$ cat src/rtl/awg_pkg.sv
// Shared wave codes, generator field widths and sequencer FSM encoding for the AWG segment sequencer.
package awg_pkg;

    localparam int WAVE_W  = 5;
    localparam int FREQ_W  = 12;
    localparam int AMP_W   = 3;
    localparam int PHASE_W = 8;

    localparam logic [WAVE_W-1:0] WAVE_SAW  = 5'd0;
    localparam logic [WAVE_W-1:0] WAVE_TRI  = 5'd1;
    localparam logic [WAVE_W-1:0] WAVE_SQR  = 5'd2;
    localparam logic [WAVE_W-1:0] WAVE_SIN  = 5'd3;
    localparam logic [WAVE_W-1:0] WAVE_MUTE = 5'd10;

    // Cycles of forced mute between segments when blanking is built in.
    localparam int BLANK_CYC = 16;

    typedef enum logic [2:0] {
        ST_IDLE  = 3'd0,
        ST_LOAD  = 3'd1,
        ST_RUN   = 3'd2,
        ST_BLANK = 3'd3,
        ST_DONE  = 3'd4
    } seq_state_e;

    typedef struct packed {
        logic [WAVE_W-1:0]  wave;
        logic [FREQ_W-1:0]  freq;
        logic [AMP_W-1:0]   amp;
        logic [PHASE_W-1:0] phase;
    } gen_cfg_t;

    localparam gen_cfg_t GEN_MUTE = {WAVE_MUTE, {FREQ_W{1'b0}}, {AMP_W{1'b0}}, {PHASE_W{1'b0}}};

endpackage

$ cat src/rtl/awg_dwell_timer.sv
// Loadable down counter with zero flag; the caller loads the full dwell*prescale product minus one.
module awg_dwell_timer #(
    parameter int W = 16
) (
    input  logic         clk,
    input  logic         rst_n,
    input  logic         load,
    input  logic [W-1:0] load_val,
    output logic         zero
);

    logic [W-1:0] cnt_q;
    logic [W-1:0] cnt_d;

    always_comb begin
        cnt_d = cnt_q;
        if (load) begin
            cnt_d = load_val;
        end else if (cnt_q != '0) begin
            cnt_d = cnt_q - 1'b1;
        end
    end

    always_ff @(posedge clk or negedge rst_n) begin
        if (!rst_n) begin
            cnt_q <= '0;
        end else begin
            cnt_q <= cnt_d;
        end
    end

    assign zero = (cnt_q == '0);

endmodule

$ cat src/rtl/awg_seq_ctrl.sv
// Segment sequencer that plays a programmed table of generator settings, once or looped, then mutes.
// Optional build macro AWG_SEQ_BLANK_EN inserts a 16-cycle forced-mute BLANK state between segments.
module awg_seq_ctrl
    import awg_pkg::*;
#(
    parameter int  DEPTH    = 8,
    parameter int  TICK_DIV = 50000,
    parameter int  DWELL_W  = 16,
    localparam int AW       = $clog2(DEPTH)
) (
    input  logic               clk,
    input  logic               rst_n,
    input  logic               cfg_we,
    input  logic [AW-1:0]      cfg_addr,
    input  logic [WAVE_W-1:0]  cfg_wave,
    input  logic [FREQ_W-1:0]  cfg_freq,
    input  logic [AMP_W-1:0]   cfg_amp,
    input  logic [PHASE_W-1:0] cfg_phase,
    input  logic [DWELL_W-1:0] cfg_dwell,
    input  logic [AW:0]        num_seg,
    input  logic               loop_en,
    input  logic               start,
    input  logic               stop,
    output logic               busy,
    output logic               done,
    output logic               cfg_err,
    output logic [AW-1:0]      seg_idx,
    output logic [WAVE_W-1:0]  state,
    output logic [FREQ_W-1:0]  state_freq,
    output logic [AMP_W-1:0]   state_amp,
    output logic [PHASE_W-1:0] state_phase,
    output logic [2:0]         dbg_state
);

    localparam int CNT_W = DWELL_W + $clog2(TICK_DIV) + 1;

    seq_state_e   state_q, state_d;
    gen_cfg_t     gen_q, gen_d;
    logic [AW-1:0] seg_idx_q, seg_idx_d;
    logic [AW-1:0] cur_idx_q, cur_idx_d;
    logic [AW:0]  num_q, num_d;
    logic         loop_q, loop_d;
    logic         done_q, done_d;
    logic         err_q, err_d;

    gen_cfg_t           tbl_cfg_mem   [DEPTH];
    logic [DWELL_W-1:0] tbl_dwell_mem [DEPTH];

    logic [DWELL_W-1:0] rd_dwell;
    logic [DWELL_W-1:0] eff_dwell;
    logic [CNT_W-1:0]   seg_ticks;
    logic [CNT_W-1:0]   tmr_val;
    logic               tmr_load;
    logic               tmr_zero;
    logic               last_seg;
    logic               advance;

    assign busy = (state_q == ST_LOAD) || (state_q == ST_RUN) || (state_q == ST_BLANK);

    // The table only accepts writes while no sequence is reading it.
    always_ff @(posedge clk) begin
        if (cfg_we && !busy) begin
            tbl_cfg_mem[cfg_addr]   <= {cfg_wave, cfg_freq, cfg_amp, cfg_phase};
            tbl_dwell_mem[cfg_addr] <= cfg_dwell;
        end
    end

    assign rd_dwell  = tbl_dwell_mem[seg_idx_q];
    assign eff_dwell = (rd_dwell == '0) ? DWELL_W'(1) : rd_dwell;
    assign seg_ticks = CNT_W'(eff_dwell) * CNT_W'(TICK_DIV) - CNT_W'(1);
    assign last_seg  = ({1'b0, seg_idx_q} >= (num_q - 1'b1));

    awg_dwell_timer #(
        .W (CNT_W)
    ) u_timer (
        .clk      (clk),
        .rst_n    (rst_n),
        .load     (tmr_load),
        .load_val (tmr_val),
        .zero     (tmr_zero)
    );

    // start/stop are levels: start is taken only in IDLE, stop aborts LOAD/RUN/BLANK and wins over start.
    always_comb begin
        state_d   = state_q;
        gen_d     = gen_q;
        seg_idx_d = seg_idx_q;
        cur_idx_d = cur_idx_q;
        num_d     = num_q;
        loop_d    = loop_q;
        done_d    = 1'b0;
        err_d     = cfg_we && busy;
        tmr_load  = 1'b0;
        tmr_val   = seg_ticks;
        advance   = 1'b0;

        case (state_q)
            ST_IDLE: begin
                if (start && !stop) begin
                    if (num_seg != '0) begin
                        num_d     = num_seg;
                        loop_d    = loop_en;
                        seg_idx_d = '0;
                        cur_idx_d = '0;
                        state_d   = ST_LOAD;
                    end else begin
                        done_d = 1'b1;
                    end
                end
            end
            ST_LOAD: begin
                if (stop) begin
                    state_d = ST_DONE;
                    done_d  = 1'b1;
                end else begin
                    gen_d     = tbl_cfg_mem[seg_idx_q];
                    cur_idx_d = seg_idx_q;
                    tmr_load  = 1'b1;
                    state_d   = ST_RUN;
                end
            end
            ST_RUN: begin
                if (stop) begin
                    state_d = ST_DONE;
                    done_d  = 1'b1;
                end else if (tmr_zero) begin
                    if (!last_seg) begin
                        seg_idx_d = seg_idx_q + 1'b1;
                        advance   = 1'b1;
                    end else if (loop_q) begin
                        seg_idx_d = '0;
                        advance   = 1'b1;
                    end else begin
                        state_d = ST_DONE;
                        done_d  = 1'b1;
                    end
                end
                if (advance) begin
`ifdef AWG_SEQ_BLANK_EN
                    tmr_load = 1'b1;
                    tmr_val  = CNT_W'(BLANK_CYC - 1);
                    state_d  = ST_BLANK;
`else
                    state_d  = ST_LOAD;
`endif
                end
            end
`ifdef AWG_SEQ_BLANK_EN
            ST_BLANK: begin
                if (stop) begin
                    state_d = ST_DONE;
                    done_d  = 1'b1;
                end else if (tmr_zero) begin
                    state_d = ST_LOAD;
                end
            end
`endif
            ST_DONE: begin
                gen_d   = GEN_MUTE;
                state_d = ST_IDLE;
            end
            default: begin
                gen_d   = GEN_MUTE;
                state_d = ST_IDLE;
            end
        endcase
    end

    always_ff @(posedge clk or negedge rst_n) begin
        if (!rst_n) begin
            state_q   <= ST_IDLE;
            gen_q     <= GEN_MUTE;
            seg_idx_q <= '0;
            cur_idx_q <= '0;
            num_q     <= '0;
            loop_q    <= 1'b0;
            done_q    <= 1'b0;
            err_q     <= 1'b0;
        end else begin
            state_q   <= state_d;
            gen_q     <= gen_d;
            seg_idx_q <= seg_idx_d;
            cur_idx_q <= cur_idx_d;
            num_q     <= num_d;
            loop_q    <= loop_d;
            done_q    <= done_d;
            err_q     <= err_d;
        end
    end

`ifdef AWG_SEQ_BLANK_EN
    assign state = (state_q == ST_BLANK) ? WAVE_MUTE : gen_q.wave;
`else
    assign state = gen_q.wave;
`endif
    assign state_freq  = gen_q.freq;
    assign state_amp   = gen_q.amp;
    assign state_phase = gen_q.phase;
    assign seg_idx     = cur_idx_q;
    assign done        = done_q;
    assign cfg_err     = err_q;
    assign dbg_state   = state_q;

endmodule

$ cat config.mk
export PLATFORM = sky130hd
export DESIGN_NAME = awg_seq_ctrl
export DESIGN_NICKNAME = d
export VERILOG_FILES = /design/src/rtl/awg_pkg.sv /design/src/rtl/awg_dwell_timer.sv /design/src/rtl/awg_seq_ctrl.sv
export SDC_FILE = /design/constraint.sdc
export NUM_CORES = 1
export LEC_CHECK = 0
export CAP_MARGIN = 25
export CELL_PAD_IN_SITES_DETAIL_PLACEMENT = 2
export CELL_PAD_IN_SITES_GLOBAL_PLACEMENT = 2
export CORE_MARGIN = 2
export CORE_UTILIZATION = 35
export CTS_BUF_LIST = sky130_fd_sc_hd__clkbuf_2 sky130_fd_sc_hd__clkbuf_4 sky130_fd_sc_hd__clkbuf_8
export DETAILED_ROUTE_END_ITERATION = 10
export PLACE_DENSITY_LB_ADDON = 0.1
export SETUP_SLACK_MARGIN = 0.3
export SLEW_MARGIN = 20
export SYNTH_ARGS = -nofsm -noshare
export SYNTH_HDL_FRONTEND = slang
export SYNTH_SLANG_ARGS = --single-unit
$ cat constraint.sdc
create_clock -name clk -period 20.8 [get_ports clk]
set_clock_uncertainty 0.15 [all_clocks]
set_input_delay 3.12 -clock clk [delete_from_list [all_inputs] [get_ports clk]]
set_output_delay 3.12 -clock clk [all_outputs]
set_load 0.03 [all_outputs]
==> metrics <==
Worst Path Arrival 8.14 ns; Slew Limit Fails 0; CP Class reg2reg; die area 62000 sq um; Gate Count Post-Synth 1403; total power 4.14 mW; Setup TNS 0 ns; fin cells 2380; main flop type after synthesis edfxtp_1; Worst-Skew Late Latency 0.63 ns; pre-CTS setup slack 12.77 ns; htree depth 3; Mapped Area 21000 sq um; Die Y 249 microns; Max Freq 129 MHz; Crit. End Element flop; Placed Instances 2238; P_int 2.32 mW; Mapped Nets 1613; Die X 249 microns; post_cts resized 0; peak supply drop 0.127 mV; Tightest Pin Transition 0.909 ns; First-pass DRT Iterations 6; CTS root buffer clkbuf_8; status finished, final reports clean; Slew HR 39.4%; most area-consuming cells after synthesis edfxtp_1, mux4_2, dfrtp_1; RSZ-0062 raised after global routing no; Ys Warns 0; fin crit share 37.2%; clk slew on worst S/H paths 0.06 ns; area share of the largest cell type after synthesis 50.3%; Multi-input gate area 8010 sq um; Synth Area in Compound Gates 5.28%; Netlist cell types 75; Max-Cap Viols 0; global route overflow 0; Crit Path Max Fanout 37; DRC Markers 0; Seq pwr share 25.5%; Post-CTS Hold Fix Bufs 0; clk sinks 429; core footprint 59200 sq um; Post-Synth Simple-Gate Area 7.00%; drt via density 5.20; share of cells above drive strength 1 17.8%; All-Layer GR Usage 18.7%; IO buf count 93; crit path launch type flop; vias post-DR 12400; largest net degree at the start of global routing 58; Setup-failing EPs final 0; antenna-violating nets left 0; Avg Cell Area, Syn 15.0 sq um; Clk pwr share 18.9%; routed length on met2 29.9 mm; final WL 57.0 mm; GP Congestion 0.765; post-layout worst setup margin 13.06 ns; DP Area 22900 sq um; sw frac 43.9%; EDFF count, synth 352; Clock Tree Buf Depth 3; final instance area 24500 sq um; Fin Hold WS 0.338 ns; Setup Fix Bufs, Post-CTS 0; Hold Vio Cnt, Final 0; first-pass GRT wire length 87.7 mm; io pins 94; Initial Util 35.5%; combinational family with the most area after synthesis multiplexers; post-synth top area cell edfxtp_1; drt wl/cell 24.0 microns; total CTS buffers 77; WP data required 21.19 ns; combinational power share 55.6%; sw power 1.81 mW; Post-DP HPWL 37.1 mm; uppermost layer routed met5; Tmin final 7.74 ns; PwrDens 169 nW/um^2; hold crit path type reg2reg; routed wl met3 1.54 mm; CTS tree done; vias in the first global route 14100; fin nets 1755; Met1 Wirelength 24.6 mm; DRT iter0 DRCs 403; row count 89; Syn-to-layout area delta 16.4%; LEAKAGE 9.15 nW; mux contribution to synthesized area 12.0%; asr flop ratio synth 17.9%; adder-cell share of the synthesized area 10.4%; FF+latch area 12500 sq um; XOR/XNOR Fraction of Synth Area 3.12%; final core occ 41.3%; antenna violations before repair 5; #FFs+latches synth 429; post-synthesis sequential area ratio 59.5%; # fillers 5833
## cell families after synthesis
family,count (synthesis)
flops,429
compound gates,172
xor+xnor,75
fa+ha+maj,153
buf+inv,147
simple gates,286
mux,141
## state kept, by name (all words and copies together) (netlist names)
register and count:
cfg_err 1, dbg_state 3, done 1, loop_q 1
num_q 4, seg_idx 3, seg_idx_q 3, state 5
state_amp 3, state_freq 12, state_phase 8, tbl_cfg_mem 224
tbl_dwell_mem 128, u_timer.cnt_q 33
## power groups by stage
stage | Clock (mW) | Combinational, mW | Sequential (mW)
after CTS | 0.807 | 2.35 | 1.06
after global placement | 0 | 2.30 | 1.07
after detailed placement | 0 | 2.34 | 1.07
after floorplan | 0 | 1.66 | 1.08
after global routing | 0.842 | 2.57 | 1.07
final | 0.780 | 2.30 | 1.06
## cells in the final DEF, fill, tap and decap left out, types with 6 or more instances in the layout
| cell | count |
|---|---|
| mux4_2 | 87 |
| or3_1 | 6 |
| xor2_1 | 27 |
| ha_1 | 117 |
| nor4_1 | 15 |
| o22ai_1 | 13 |
| or4_1 | 6 |
| and3_1 | 11 |
| xnor2_1 | 48 |
| nor2_1 | 45 |
| nand2b_1 | 11 |
| o21ai_0 | 47 |
| clkinv_1 | 12 |
| fa_1 | 36 |
| dfrtp_1 | 72 |
| mux2_2 | 13 |
| inv_1 | 97 |
| a21oi_1 | 38 |
| buf_4 | 17 |
| o21ai_1 | 10 |
| nor3_1 | 17 |
| nand4_1 | 7 |
| nand2_1 | 94 |
| nand3_1 | 25 |
| clkbuf_8 | 85 |
| mux2i_1 | 40 |
| a21o_1 | 13 |
| clkbuf_4 | 26 |
| edfxtp_1 | 352 |
| nor2_4 | 6 |
| clkdlybuf4s50_1 | 92 |
| clkinv_2 | 10 |
## cells in the mapped netlist, drive strengths merged, types with 11 or more instances
cell	count
a21o	13
a21oi	39
and3	12
buf	18
clkbuf	29
dfrtp	75
edfxtp	352
fa	36
ha	117
inv	99
mux2	13
mux2i	41
mux4	87
nand2	95
nand2b	11
nand3	25
nor2	51
nor3	20
nor4	16
o21ai	57
o22ai	13
xnor2	48
xor2	27
## worst paths after layout
kind                                start                 to  slack (ns)  cells past startpoint
min reg2reg                state_phase[0]     state_phase[0]        0.34                      2
max in group asynchronous           rst_n       seg_idx_q[0]       17.04                      2
min in group asynchronous           rst_n  u_timer.cnt_q[26]        2.28                      1
max                          seg_idx_q[0]  u_timer.cnt_q[28]       13.06                     21
max reg2reg                  seg_idx_q[0]  u_timer.cnt_q[28]       13.06                     21
min                        state_phase[0]     state_phase[0]        0.34                      2
## routing by layer
metal | global-route usage (%) | vias to the layer above
li1 | - | 5616
met1 | 23.2 | 6517
met5 | 0 | -
met3 | 3.13 | 80
met2 | 34.0 | 151
met4 | 4.42 | 8
## critical path, cell delays in order, from the launching register on
cell      delay [ns]
dfrtp_4         0.93
mux4_2          0.66
nor4_1          0.35
and3_1          0.21
a31oi_1         0.09
o21ai_1         0.51
inv_1           0.09
ha_1            0.35
ha_1            0.30
inv_1           0.05
fa_1            0.50
fa_1            0.55
inv_1           0.04
ha_1            0.39
a21oi_1         0.24
o211a_1         0.21
o221ai_1        0.16
or4_4           0.61
nor4b_4         0.46
nand4_4         0.19
or4_1           0.45
o211ai_1        0.11
## layout make-up
| class | count | area share [%] |
|---|---|---|
| multi-input combinational | 827 | 32.7 |
| clock inverter | 28 | 0.650 |
| tap | 773 | 3.95 |
| antenna | 2 | 0.0205 |
| timing repair buffer | 110 | 4.40 |
| sequential | 429 | 51.1 |
| clock buffer | 111 | 5.58 |
| inverter | 100 | 1.53 |
Note: power is estimated with default switching activity, not from simulation.
